**config.mk**
```make
export PLATFORM = sky130hd
export DESIGN_NAME = hr_local_tx
export DESIGN_NICKNAME = d
export VERILOG_FILES = /design/src/rtl/hr_local_tx_pkg.sv /design/src/rtl/hr_tx_lane.sv /design/src/rtl/hr_local_tx.sv
export SDC_FILE = /design/constraint.sdc
export NUM_CORES = 1
export LEC_CHECK = 0
export ABC_AREA = 1
export BUFFER_PORTS_ARGS = -buffer_cell sky130_fd_sc_hd__buf_4
export CORE_ASPECT_RATIO = 1.75
export CORE_MARGIN = 8
export CORE_UTILIZATION = 45
export CTS_BUF_LIST = sky130_fd_sc_hd__clkbuf_4
export DETAILED_ROUTE_END_ITERATION = 6
export PLACE_DENSITY = 0.66
export SLEW_MARGIN = 20
export SYNTH_ARGS = -nofsm -noshare
export SYNTH_HDL_FRONTEND = slang
export SYNTH_HIERARCHICAL = 1
export SYNTH_SLANG_ARGS = --single-unit
```
**constraint.sdc**
```tcl
create_clock -name clk -period 5.1 [get_ports clk]
set_input_delay 1.02 -clock clk [delete_from_list [all_inputs] [get_ports clk]]
set_output_delay 1.02 -clock clk [all_outputs]
set_load 0.03 [all_outputs]
```
**src/rtl/hr_local_tx_pkg.sv**
```systemverilog
`default_nettype none
// ==========================================================================
// hr_local_tx_pkg : flit layout, lane encoding and lane FSM states for hr_local_tx
// Rev 1.0
// ==========================================================================
package hr_local_tx_pkg;

    localparam int CONTROL_W      = 16;
    localparam int FLIT_W         = 144;
    localparam int FLIT_VALID_BIT = 0;
    localparam int DEST_LSB       = 1;
    localparam int DEST_MSB       = 8;

    localparam logic LANE0 = 1'b0;
    localparam logic LANE1 = 1'b1;

    typedef enum logic [0:0] {
        LANE_EMPTY = 1'b0,
        LANE_OFFER = 1'b1
    } lane_state_t;

    function automatic logic flit_is_valid(input logic [FLIT_W-1:0] flit);
        return flit[FLIT_VALID_BIT];
    endfunction

endpackage
`default_nettype wire

```
**src/rtl/hr_tx_lane.sv**
```systemverilog
`default_nettype none
// ==========================================================================
// hr_tx_lane : one injection lane - FIFO, head presentation, ack FSM, stall
// watchdog; optional counters under HR_TX_STATS_EN.   Rev 1.0
// ==========================================================================
module hr_tx_lane
    import hr_local_tx_pkg::*;
#(
    parameter int DEPTH     = 4,
    parameter int STALL_MAX = 64,
    parameter int CNT_W     = 16
) (
    input  logic                   clk,
    input  logic                   rst,
    input  logic                   wr_en,
    input  logic [FLIT_W-1:0]      wr_flit,
    input  logic                   ack,
    output logic [FLIT_W-1:0]      flit_out,
    output logic [$clog2(DEPTH):0] count,
    output logic                   stall,
    output logic                   ack_err
`ifdef HR_TX_STATS_EN
    ,
    output logic [31:0]            sent,
    output logic [31:0]            stall_cyc
`endif
);

    localparam int AW = $clog2(DEPTH);
    localparam int CW = AW + 1;

    lane_state_t       state;
    lane_state_t       state_next;
    logic [AW-1:0]     rd_ptr;
    logic [AW-1:0]     wr_ptr;
    logic [CNT_W-1:0]  stall_cnt;
    logic [FLIT_W-1:0] mem [DEPTH];
    logic              pop;

    // An ack only counts while a flit is actually being offered.
    assign pop   = ack && (state == LANE_OFFER);
    assign stall = (stall_cnt == CNT_W'(STALL_MAX));

    always_comb begin
        state_next = state;
        flit_out   = '0;
        case (state)
            LANE_EMPTY: begin
                if (wr_en) state_next = LANE_OFFER;
            end
            LANE_OFFER: begin
                flit_out = mem[rd_ptr];
                if (pop && (count == CW'(1)) && !wr_en) state_next = LANE_EMPTY;
            end
            default: state_next = LANE_EMPTY;
        endcase
    end

    always_ff @(posedge clk) begin
        if (rst) state <= LANE_EMPTY;
        else     state <= state_next;
    end

    // Storage carries no reset; pointers and count define which entries are live.
    always_ff @(posedge clk) begin
        if (wr_en) mem[wr_ptr] <= wr_flit;
    end

    always_ff @(posedge clk) begin
        if (rst) begin
            rd_ptr    <= '0;
            wr_ptr    <= '0;
            count     <= '0;
            ack_err   <= 1'b0;
            stall_cnt <= '0;
        end else begin
            if (wr_en) wr_ptr <= wr_ptr + AW'(1);
            if (pop)   rd_ptr <= rd_ptr + AW'(1);
            count <= count + CW'(wr_en) - CW'(pop);
            if (ack && (state == LANE_EMPTY)) ack_err <= 1'b1;
            if (pop || (state_next == LANE_EMPTY))
                stall_cnt <= '0;
            else if ((state == LANE_OFFER) && !stall)
                stall_cnt <= stall_cnt + CNT_W'(1);
        end
    end

`ifdef HR_TX_STATS_EN
    always_ff @(posedge clk) begin
        if (rst) begin
            sent      <= '0;
            stall_cyc <= '0;
        end else begin
            if (pop) sent <= sent + 32'd1;
            if ((state == LANE_OFFER) && !ack && (stall_cyc != 32'hFFFF_FFFF))
                stall_cyc <= stall_cyc + 32'd1;
        end
    end
`endif

endmodule
`default_nettype wire

```
**src/rtl/hr_local_tx.sv**
```systemverilog
`default_nettype none
// ==========================================================================
// hr_local_tx : two-lane core-side injection engine for an HRnode local port.
// Optional per-lane statistics with HR_TX_STATS_EN.   Rev 1.0
// ==========================================================================
module hr_local_tx
    import hr_local_tx_pkg::*;
#(
    parameter int DEPTH     = 4,
    parameter int STALL_MAX = 64,
    parameter int CNT_W     = 16
) (
    input  logic                   clk,
    input  logic                   rst,
    input  logic [FLIT_W-1:0]      in_flit,
    input  logic                   in_valid,
    input  logic                   in_lane,
    output logic                   in_ready,
    output logic [FLIT_W-1:0]      port0_local_o,
    output logic [FLIT_W-1:0]      port1_local_o,
    input  logic                   portl0_ack,
    input  logic                   portl1_ack,
    output logic [$clog2(DEPTH):0] lane0_count,
    output logic [$clog2(DEPTH):0] lane1_count,
    output logic [1:0]             stall,
    output logic [1:0]             ack_err
`ifdef HR_TX_STATS_EN
    ,
    output logic [31:0]            tx0_sent,
    output logic [31:0]            tx1_sent,
    output logic [31:0]            tx0_stall_cyc,
    output logic [31:0]            tx1_stall_cyc
`endif
);

    localparam int CW = $clog2(DEPTH) + 1;

    logic wr0;
    logic wr1;

    // Ready depends only on registered occupancy, so a same-cycle ack never frees a slot.
    assign in_ready = (in_lane == LANE1) ? (lane1_count != CW'(DEPTH))
                                         : (lane0_count != CW'(DEPTH));
    assign wr0 = in_valid && in_ready && (in_lane == LANE0);
    assign wr1 = in_valid && in_ready && (in_lane == LANE1);

    hr_tx_lane #(
        .DEPTH     (DEPTH),
        .STALL_MAX (STALL_MAX),
        .CNT_W     (CNT_W)
    ) u_lane0 (
        .clk       (clk),
        .rst       (rst),
        .wr_en     (wr0),
        .wr_flit   (in_flit),
        .ack       (portl0_ack),
        .flit_out  (port0_local_o),
        .count     (lane0_count),
        .stall     (stall[0]),
        .ack_err   (ack_err[0])
`ifdef HR_TX_STATS_EN
        ,
        .sent      (tx0_sent),
        .stall_cyc (tx0_stall_cyc)
`endif
    );

    hr_tx_lane #(
        .DEPTH     (DEPTH),
        .STALL_MAX (STALL_MAX),
        .CNT_W     (CNT_W)
    ) u_lane1 (
        .clk       (clk),
        .rst       (rst),
        .wr_en     (wr1),
        .wr_flit   (in_flit),
        .ack       (portl1_ack),
        .flit_out  (port1_local_o),
        .count     (lane1_count),
        .stall     (stall[1]),
        .ack_err   (ack_err[1])
`ifdef HR_TX_STATS_EN
        ,
        .sent      (tx1_sent),
        .stall_cyc (tx1_stall_cyc)
`endif
    );

endmodule
`default_nettype wire

```
# After elaboration in Yosys (flattened, before gate mapping)
# Memories as Yosys holds them, arrays and structs flattened. A register that Yosys moved wholly into a read port is not among the register bits.
# Index checks and enable logic that the tools add are counted.
# totals
regBits,50
ramBits,1152
in_bits,150
output_inout_bits,299
mem_count,2
# mem_list
name,depth,word_bits,read_ports,rd_ports_with_merged_regs,wr,line_no,text
u_lane0.mem,4,144,1,1,1,hr_tx_lane.sv:37,logic [FLIT_W-1:0] mem [DEPTH];
u_lane1.mem,4,144,1,1,1,hr_tx_lane.sv:37,
# op_classes
n_addsub,10
eq_ne,6
n_mux,15
n_bitwise,5
reduce_logical,21
# op_table
operator,count
two-way mux 144 bit,2
"adder 16 x 1 -> 16 bit, second input constant",2
"equality test 16 x 7 -> 1 bit, second input constant",2
logical AND 1 bit,13
"adder 2 x 1 -> 2 bit, second input constant",4
two-way mux 2 bit,4
two-way mux 1 bit,7
adder 3 x 1 -> 3 bit,2
"equality test 3 x 1 -> 1 bit, second input constant",2
"inequality test 3 bit, second input constant",2
subtractor 3 x 1 -> 3 bit,2
NOT 1 bit,5
zero test 1 bit,4
case mux 1 bit (2 select lines),2
OR reduction 2 bit,2
logical OR 1 bit,2

# Depth between registers and ports, before layout
# Gate-level depths: netlist of the first run.
# depth
ltp_word,11
ltp_mapped,10
mapped_depth_nobuf,9

# By module
# The synthesis of the first run kept the hierarchy.
# by_module_without_submodules
mod,n_inst,cells_per_inst,area_each_um2,seq_area_each_um2
hr_tx_lane (u_lane1),1,1928,23729.0,17837.1
hr_tx_lane (u_lane0),1,1925,23727.8,17837.1
hr_local_tx,1,13,60.1,0.0

# Worst setup path after synthesis of the first run
# Ideal clock, no wire load.
# synth_path
path_type,input to register
startpoint,input port in_lane
endpoint,memory u_lane0.mem[0][0] (enable)
t_arrival_ns,4.415
required_time_ns,4.603
slack_ns,0.188
cell_stages,7
cell_sequence,nand2_1 > inv_1 > nand2_1 > nand3_1 > nor2_1 > nand2_1 > inv_1
# synth_between
elab_chain_cells,5
word_cells_on_any_way,6
# synth_lines
item,line_no,text
from (decl),hr_local_tx.sv:17,"input logic in_lane,"
two-way mux 1 bit,hr_local_tx.sv:42,assign in_ready = (in_lane == LANE1) ? (lane1_count != CW'(DEPTH))
logical AND 1 bit,hr_local_tx.sv:44,assign wr0 = in_valid && in_ready && (in_lane == LANE0);
logical AND 1 bit *,hr_local_tx.sv:44,
net wr0,hr_local_tx.sv:38,logic wr0;
two-way mux 1 bit *,hr_tx_lane.sv:66,if (wr_en) mem[wr_ptr] <= wr_flit;
two-way mux 1 bit (implied by the code) *,hr_tx_lane.sv:66,
to (decl),hr_tx_lane.sv:37,
# The timed path passes the listed nets; every way through them passes the cells marked *.

==> results.txt, run 1 <==
The number of placement rows is approximately 160. The total power per unit cell area is 377 mW/mm^2. The final wirelength is 129000 um. The commonest cells after synthesis are nor2_1, edfxtp_1, o21ai_0, a21oi_1, nand2_1.

Along the worst path, the maximum fanout reaches 87. The most common flop cell mapped by yosys is edfxtp_1. The startpoint of the lowest-slack hold path is in_lane. The max-slew violation total from the final report came out at 0. The number of buffers inserted during clock tree synthesis is ~290.

In the global route stage, overall resource usage came out at 0.215. At the placement stage, the worst setup path has a slack of 1.54 ns. Detailed placement finished with a half-perimeter wire length of 74900 um. Counting instances, the worst hold path has a depth of 4. The number of setup buffers added after CTS is 0.

The min-delay analysis places its worst path in the category in2reg. The synthesis-to-finish area growth is 19.7%. The worst register-to-register path begins at u_lane1/count[1]$_SDFF_PP0_. ~450 I/O pins were placed.

The number of cells in the design after placement came out at 5489. In the final routed layout, each cell accounts on average for 21.1 um. The largest net degree at the start of global routing came out at roughly 130.

The clock-pin slew on the worst setup and hold paths came out at 0.08 ns. Across all register-to-register paths, the minimum setup slack is 2.20 ns. The run finished with clean final reports. The cell sitting at the root of the clock tree is a clkbuf_4. The static leakage is 20.3 nW.

By area the synthesized netlist is led by edfxtp_1, nor2_1, o21ai_0. The count of buffers added on input and output ports is 448. The final period demand of the worst path is 4.57 ns. The cell family contributing the most delay on the critical path is buffers and inverters. The clock insertion delay at the later pin of the skew report came out at 1.24 ns. The overall die width came out at 262 um.

The post-synthesis average cell area came out at 12.3 um^2. The worst setup path is launched from a register. The final setup slack of the worst path came out at about 0.53 ns. The count of nets left with antenna violations once routing finished came out at 0. The die boundary height came out at 446 um.

For this run, the slowest stage of the critical path takes 0.72 ns. The worst-case vdd ir drop is 0.302 mV. The slowest stage cell on the critical path is dfxtp_4.

The cell area after synthesis is about 0.048 mm^2. Synthesis produced a netlist whose cell count is 3866. Setup violations remaining at the end of the flow were counted as 0.

Setup repair after global routing left no endpoint under its margin. The total clock sinks came out at about 1200. The number of antenna violations at the first check in global routing came out at 6.

The fraction of layout cells with a size suffix above 1 is 0.202. The synthesized netlist net count came out at 4032. The count of yosys warnings during synthesis is 6. Data on the critical path arrives at its endpoint at 3.55 ns. After detailed routing, the number of remaining DRC violations is 0.

The most common cell in the synthesized netlist is nor2_1. The total area inside the core boundary comes to around 0.10 mm^2. The worst slew margin relative to its limit came out at 0.352. In this run the number of H-tree levels came out at 5. The die area is 0.117 mm^2. The number of max-capacitance violations reported came out at 0. The first global-routing pass estimated roughly 190000 um of wire.

The total of flip-flops plus latches after synthesis came out at between 1000 and 1500. The count of routing violations after the opening detailed-route iteration is about 2300. At the pin with the least slew margin, the transition time is 0.971 ns. The category of the critical setup timing path is reg2out.

In this run the critical register-to-register path is captured at u_lane1/mem[3][90]$_DFFE_PP_. The synthesized design spends more area on one cell type than any other, namely edfxtp_1. The worst path buffer plus inverter count is 3. The clock passes through at most 4 buffers. The critical path capture point type is a primary output. The signal on the critical path passes through inv_6 -> buf_12 -> nor2_1 -> o21ai_0 -> a21oi_1 -> buf_4. Global routing finished with a remaining overflow of 0. The number of hold violations in the final report came out at 0.

The final total negative setup slack is 0 ns. The ratio of final minimum period to clock period is 0.897. The highest attainable clock frequency came out at between 0.2 and 0.25 GHz.

The depth of the worst register-to-register path came out at 7. The setup skew after layout came out at 0.0709 ns. The effective utilization at floorplan came out at 0.454. The area share of the leading cell type in the synthesized netlist came out at 0.728. The number of enable-type register cells in the synthesized netlist is around 1200. The total number of nets in the final design came out at 4741. The worst hold path terminates at u_lane0/wr_ptr[0]$_SDFFE_PP0P_. The via count of the first global-routing pass came out at 32700. The total number of vias came out at between 30000 and 40000. The register area share after synthesis is 0.751. Data on the critical path is required at its endpoint by 4.08 ns. The share of async-settable or async-resettable flops after synthesis came out at 0. The detailed-routing iteration count for the pre-antenna-repair pass came out at 5. The global placer's final weighted congestion came out at 0.758. TritonCTS built the clock tree.

The count of cells in the finished layout, fillers not included, comes to 6102. After detailed routing, the number of vias per cell comes to 5.28. The synthesized netlist contains 35 unique library cells. Once layout is complete, the utilization of the core stands at 0.543.
-- worst min-delay path, stage by stage --
cell     delay (ns)
buf_4          0.11
nor2_1         0.12
inv_1          0.14
a21oi_1        0.07
-- repair_timing --
item                                     CTS  global route
hold buffers                             149             0
endpoints found under the hold margin   1160             0
resized for setup                          0             0
endpoints found under the setup margin     0             0
-- worst max path at each step --
stage / cells past startpoint / to
global route: 6 / port0_local_o[76]
global placement: 9 / u_lane1/mem[3][65]$_DFFE_PP_
finish: 6 / port0_local_o[70]
detailed placement: 9 / u_lane1/mem[1][94]$_DFFE_PP_
CTS: 6 / port0_local_o[84]
floorplan: 7 / u_lane0/mem[0][0]$_DFFE_PP_
-- state kept, by name, summed over array words and instances (netlist names), named ones only --
name	cells
u_lane0/mem	576
u_lane1/mem	576
u_lane0/stall_cnt	16
u_lane1/stall_cnt	16
u_lane0/count	3
u_lane1/count	3
u_lane0/rd_ptr	2
u_lane0/wr_ptr	2
u_lane1/rd_ptr	2
u_lane1/wr_ptr	2
u_lane0/ack_err	1
u_lane0/state	1
u_lane1/ack_err	1
u_lane1/state	1
-- where the power goes --
| part | switching (W) | internal [W] | leakage [nW] |
|---|---|---|---|
| sequential | 0.000146 | 0.0113 | 10.9 |
| clock | 0.00357 | 0.00358 | 1.94 |
| combinational | 0.00199 | 0.000823 | 7.48 |
| total | 0.00571 | 0.0157 | 20.3 |
-- layout by cell type, fill, tap and decap left out, types with 8 or more instances in the layout --
master	instances
nor2_1	1239
edfxtp_1	1152
o21ai_0	547
buf_4	481
clkbuf_4	392
a21oi_1	307
dlygate4sd3_1	149
nand2_1	116
inv_1	54
dfxtp_1	50
o21ai_1	45
clkinv_1	40
nand3_1	25
buf_12	19
diode_2	16
nand4_1	14
ha_1	14
xor2_1	13
clkinv_2	12
inv_6	12
nor2_2	8
-- per-stage QoR --
step	total power [W]	hold WS, ns	instance area, um^2
5_1_grt	0.0224	0.230	56800
2_1_floorplan	0.0133	0.444	47500
6_report	0.0215	0.328	56900
3_5_place_dp	0.0144	0.456	52100
3_3_place_gp	0.0144	0.453	52100
4_1_cts	0.0217	0.131	56800
-- layer usage --
| layer | vias up | global-route usage | share of wire |
|---|---|---|---|
| li1 | 15200 | - | - |
| met5 | - | 0 | 0 |
| met1 | 15700 | 0.245 | 0.39 |
| met3 | 229 | 0.0511 | 0.060 |
| met4 | 0 | 0.0811 | 0.029 |
| met2 | 1144 | 0.387 | 0.52 |
-- final cells by class --
class | count | area, um^2
clock buffers | 392 | 2940
well taps | 1351 | 1690
fillers | 8743 | 47800
clock inverters | 56 | 249
multi-input cells | 2360 | 10400
repair buffers | 649 | 5480
diodes | 16 | 40.0
flip-flops and latches | 1206 | 35700
inverters | 72 | 348
-- logic make-up (layout without fill, tap and decap cells) --
kind of cell	Yosys count	after routing	share of synthesized area
xor+xnor	17	17	0.00313
simple gates	1420	1420	0.116
fa+ha+maj	16	16	0.00453
compound gates	907	907	0.0961
flops	1206	1206	0.751
other cells	0	16	0
buf+inv	300	1169	0.0299
Power figures use the tool's default switching activity.
==> inputs of run 2 (changes only) <==
Settings changed: CTS_BUF_LIST sky130_fd_sc_hd__clkbuf_4 to sky130_fd_sc_hd__clkbuf_8, GPL_TIMING_DRIVEN set to 0.
==> results.txt, run 2 (synthesis results as in run 1) <==
The effective utilization at floorplan came out at 0.454. The flow ran to the end, but the final reports show violations. The worst setup path is captured at a primary output.

Headroom to the max-slew limit came out at 0.491. In this run the cell area measured after placement is 0.0530 mm^2. Max-cap violations in this run came to 0. Data on the critical path arrives at its endpoint at 3.53 ns. The clock passes through at most 3 buffers.

For this run the aggregate overflow at the end of global routing stands at 0. The most common cell after layout, fill and taps aside is nor2_1. The half-perimeter wire length after detailed placement came out at ~90000 um. The number of port buffers came out at ~450.

The global-route track usage on met1 came out at 0.268. Entering global routing, the biggest net connects 84 pins. The path class of the tightest hold or removal check is in2reg.

The multi-input gate area in the final layout is between 0.01 and 0.015 mm^2. The required arrival time at the worst endpoint came out at 4.08 ns. The setup path with the least slack is of type reg2out. The total number of vias is 31800. Before antenna repair, the detailed router went through 7 iterations. The filler cell count is between 8000 and 9000.

The final reports fail on design-rule violations. The DRC violation count after routing is 1. The slew at the pin with the worst max-slew slack came out at about 0.76 ns. The critical-path maximum fanout is 10. Dividing the detail-routed wire length by the instance count gives 23.1 um. Adding up every negative setup slack in the final design gives 0 ns.

In the global route stage, met2 resource usage came out at 0.404. The number of cells in the design after placement is approximately 5700. The tree is rooted in a clkbuf_8.

The total power consumption of the routed design is 0.0214 W. The number of hold-repair buffers added at the cts stage is 0. The cell area after layout is 0.0561 mm^2. The worst setup path is launched from a register. Wires add up to between 100000 and 150000 um. The final-report setup violation count came out at 0. The max-slew violation total from the final report is 0.

The H-tree was split into 4 levels. The sequential cell area is ~0.036 mm^2. The clock-pin slew on the worst setup and hold paths is 0.08 ns. The ratio of final minimum period to clock period is 0.892.

The count of routing violations after the opening detailed-route iteration came out at ~2400. The post-detailed-route count of antenna-violating nets came out at 0. The number of placement rows is 157. The final setup slack of the worst path came out at 0.550 ns. The fraction of layout cells with a size suffix above 1 is 0.181. The count of non-filler cells in the finished layout came out at 5979. The worst-case vdd ir drop is 0.315 mV.

Setup repair after global routing left no endpoint under its margin. The pre-CTS setup slack is 1.50 ns. The CTS tree is built. The number of instances resized during post-cts repair is 0. The total power per unit cell area is 382 mW/mm^2. The area of the core is 0.105 mm^2.

The number of antenna violations at the first check in global routing was 12. The final period demand of the worst path came out at 4.55 ns. The final layout contains roughly 4700 nets.

The largest registers in the layout are u_lane0/mem: 576 flops, u_lane1/mem: 576 flops. The met3 capacity usage during global routing is 0.0564. The clock insertion delay at the later pin of the skew report is 0.89 ns. The highest attainable clock frequency came out at 0.220 GHz. TritonCTS created around 170 clock buffers.

In the layout the commonest cells are nor2_1, edfxtp_1, o21ai_0, buf_4, a21oi_1. The wire length of the first global-routing pass is 199000 um. The number of ports placed on the die boundary is between 400 and 500. The overall die width came out at 262 um. In the routed layout, each cell is associated on average with a via count of roughly 5.3. The number of hold violations in the final report came to 0.

From synthesis to final layout, the design area changed by 18.1%. The setup skew after layout came out at 0.0466 ns. The number of setup buffers added after CTS is 0. The global routing usage summed across all routing layers came out at 0.232. The die boundary height came out at 446 um.

The die covers 0.117 mm^2. The total clock sinks came out at 1206. The global placer's final weighted congestion is 0.849. The analysis attributes to cell leakage a power of 20.1 nW. The via count of the first global-routing pass was roughly 31000. met2 is the most crowded layer.
## run 2: cell count changes in the layout (fill, tap and decap cells not counted), moves of 10 or more
cell / previous run / this run
buf_12: 19 / 0
buf_16: 0 / 12
buf_2: 0 / 70
clkbuf_1: 0 / 104
clkbuf_4: 392 / 0
clkbuf_8: 0 / 180
clkinv_1: 40 / 27
clkinv_2: 12 / 22
diode_2: 16 / 3
dlygate4sd3_1: 149 / 0
inv_1: 54 / 108
## run 2: layout make-up
class                      count  area share
tap                         1351      0.0301
inverter                      72     0.00602
buffer                       228      0.0204
antenna                        3    0.000134
clock inverter               119      0.0118
timing repair buffer         460      0.0658
clock buffer                 180      0.0442
sequential                  1206       0.636
multi-input combinational   2360       0.186
## run 2: where the power goes
group,switching [W],internal (W),leakage [nW]
Combinational,0.00210,0.000801,7.36
Clock,0.00359,0.00348,1.81
Sequential,0.000120,0.0114,10.9
## run 2: per-layer routing
metal	up-vias	share of wire	routed length [um]
li1	14900	-	-
met4	4	0.039	5430
met2	1270	0.51	70600
met1	15400	0.37	51500
met3	232	0.078	10800
met5	-	0.00022	30
## run 2: through the flow
step / hold WS, ns / utilization
floorplan: 0.444 / -
global route: 0.314 / 0.536
global placement: 0.455 / 0.502
detailed placement: 0.463 / 0.506
finish: 0.370 / 0.536
CTS: 0.269 / 0.536
## run 2: worst max-delay path, cell delays in order (launching register included)
cell     delay, ns
dfxtp_1       0.31
buf_4         0.35
inv_2         0.34
buf_2         0.38
buf_2         0.29
nor2_1        0.11
o21ai_0       0.08
a21oi_1       0.51
buf_4         0.28
## run 2: worst paths after layout
check,startpoint,endpoint,slack [ns],cells past startpoint
max,register,port1_local_o[90],0.55,8
min,in_flit[47],u_lane0/mem[1][47]$_DFFE_PP_,0.37,1
max reg2reg,u_lane1/count[1]$_SDFF_PP0_,u_lane1/mem[2][79]$_DFFE_PP_,2.19,7
min reg2reg,u_lane1/ack_err$_SDFFE_PP0P_,u_lane1/ack_err$_SDFFE_PP0P_,0.48,2
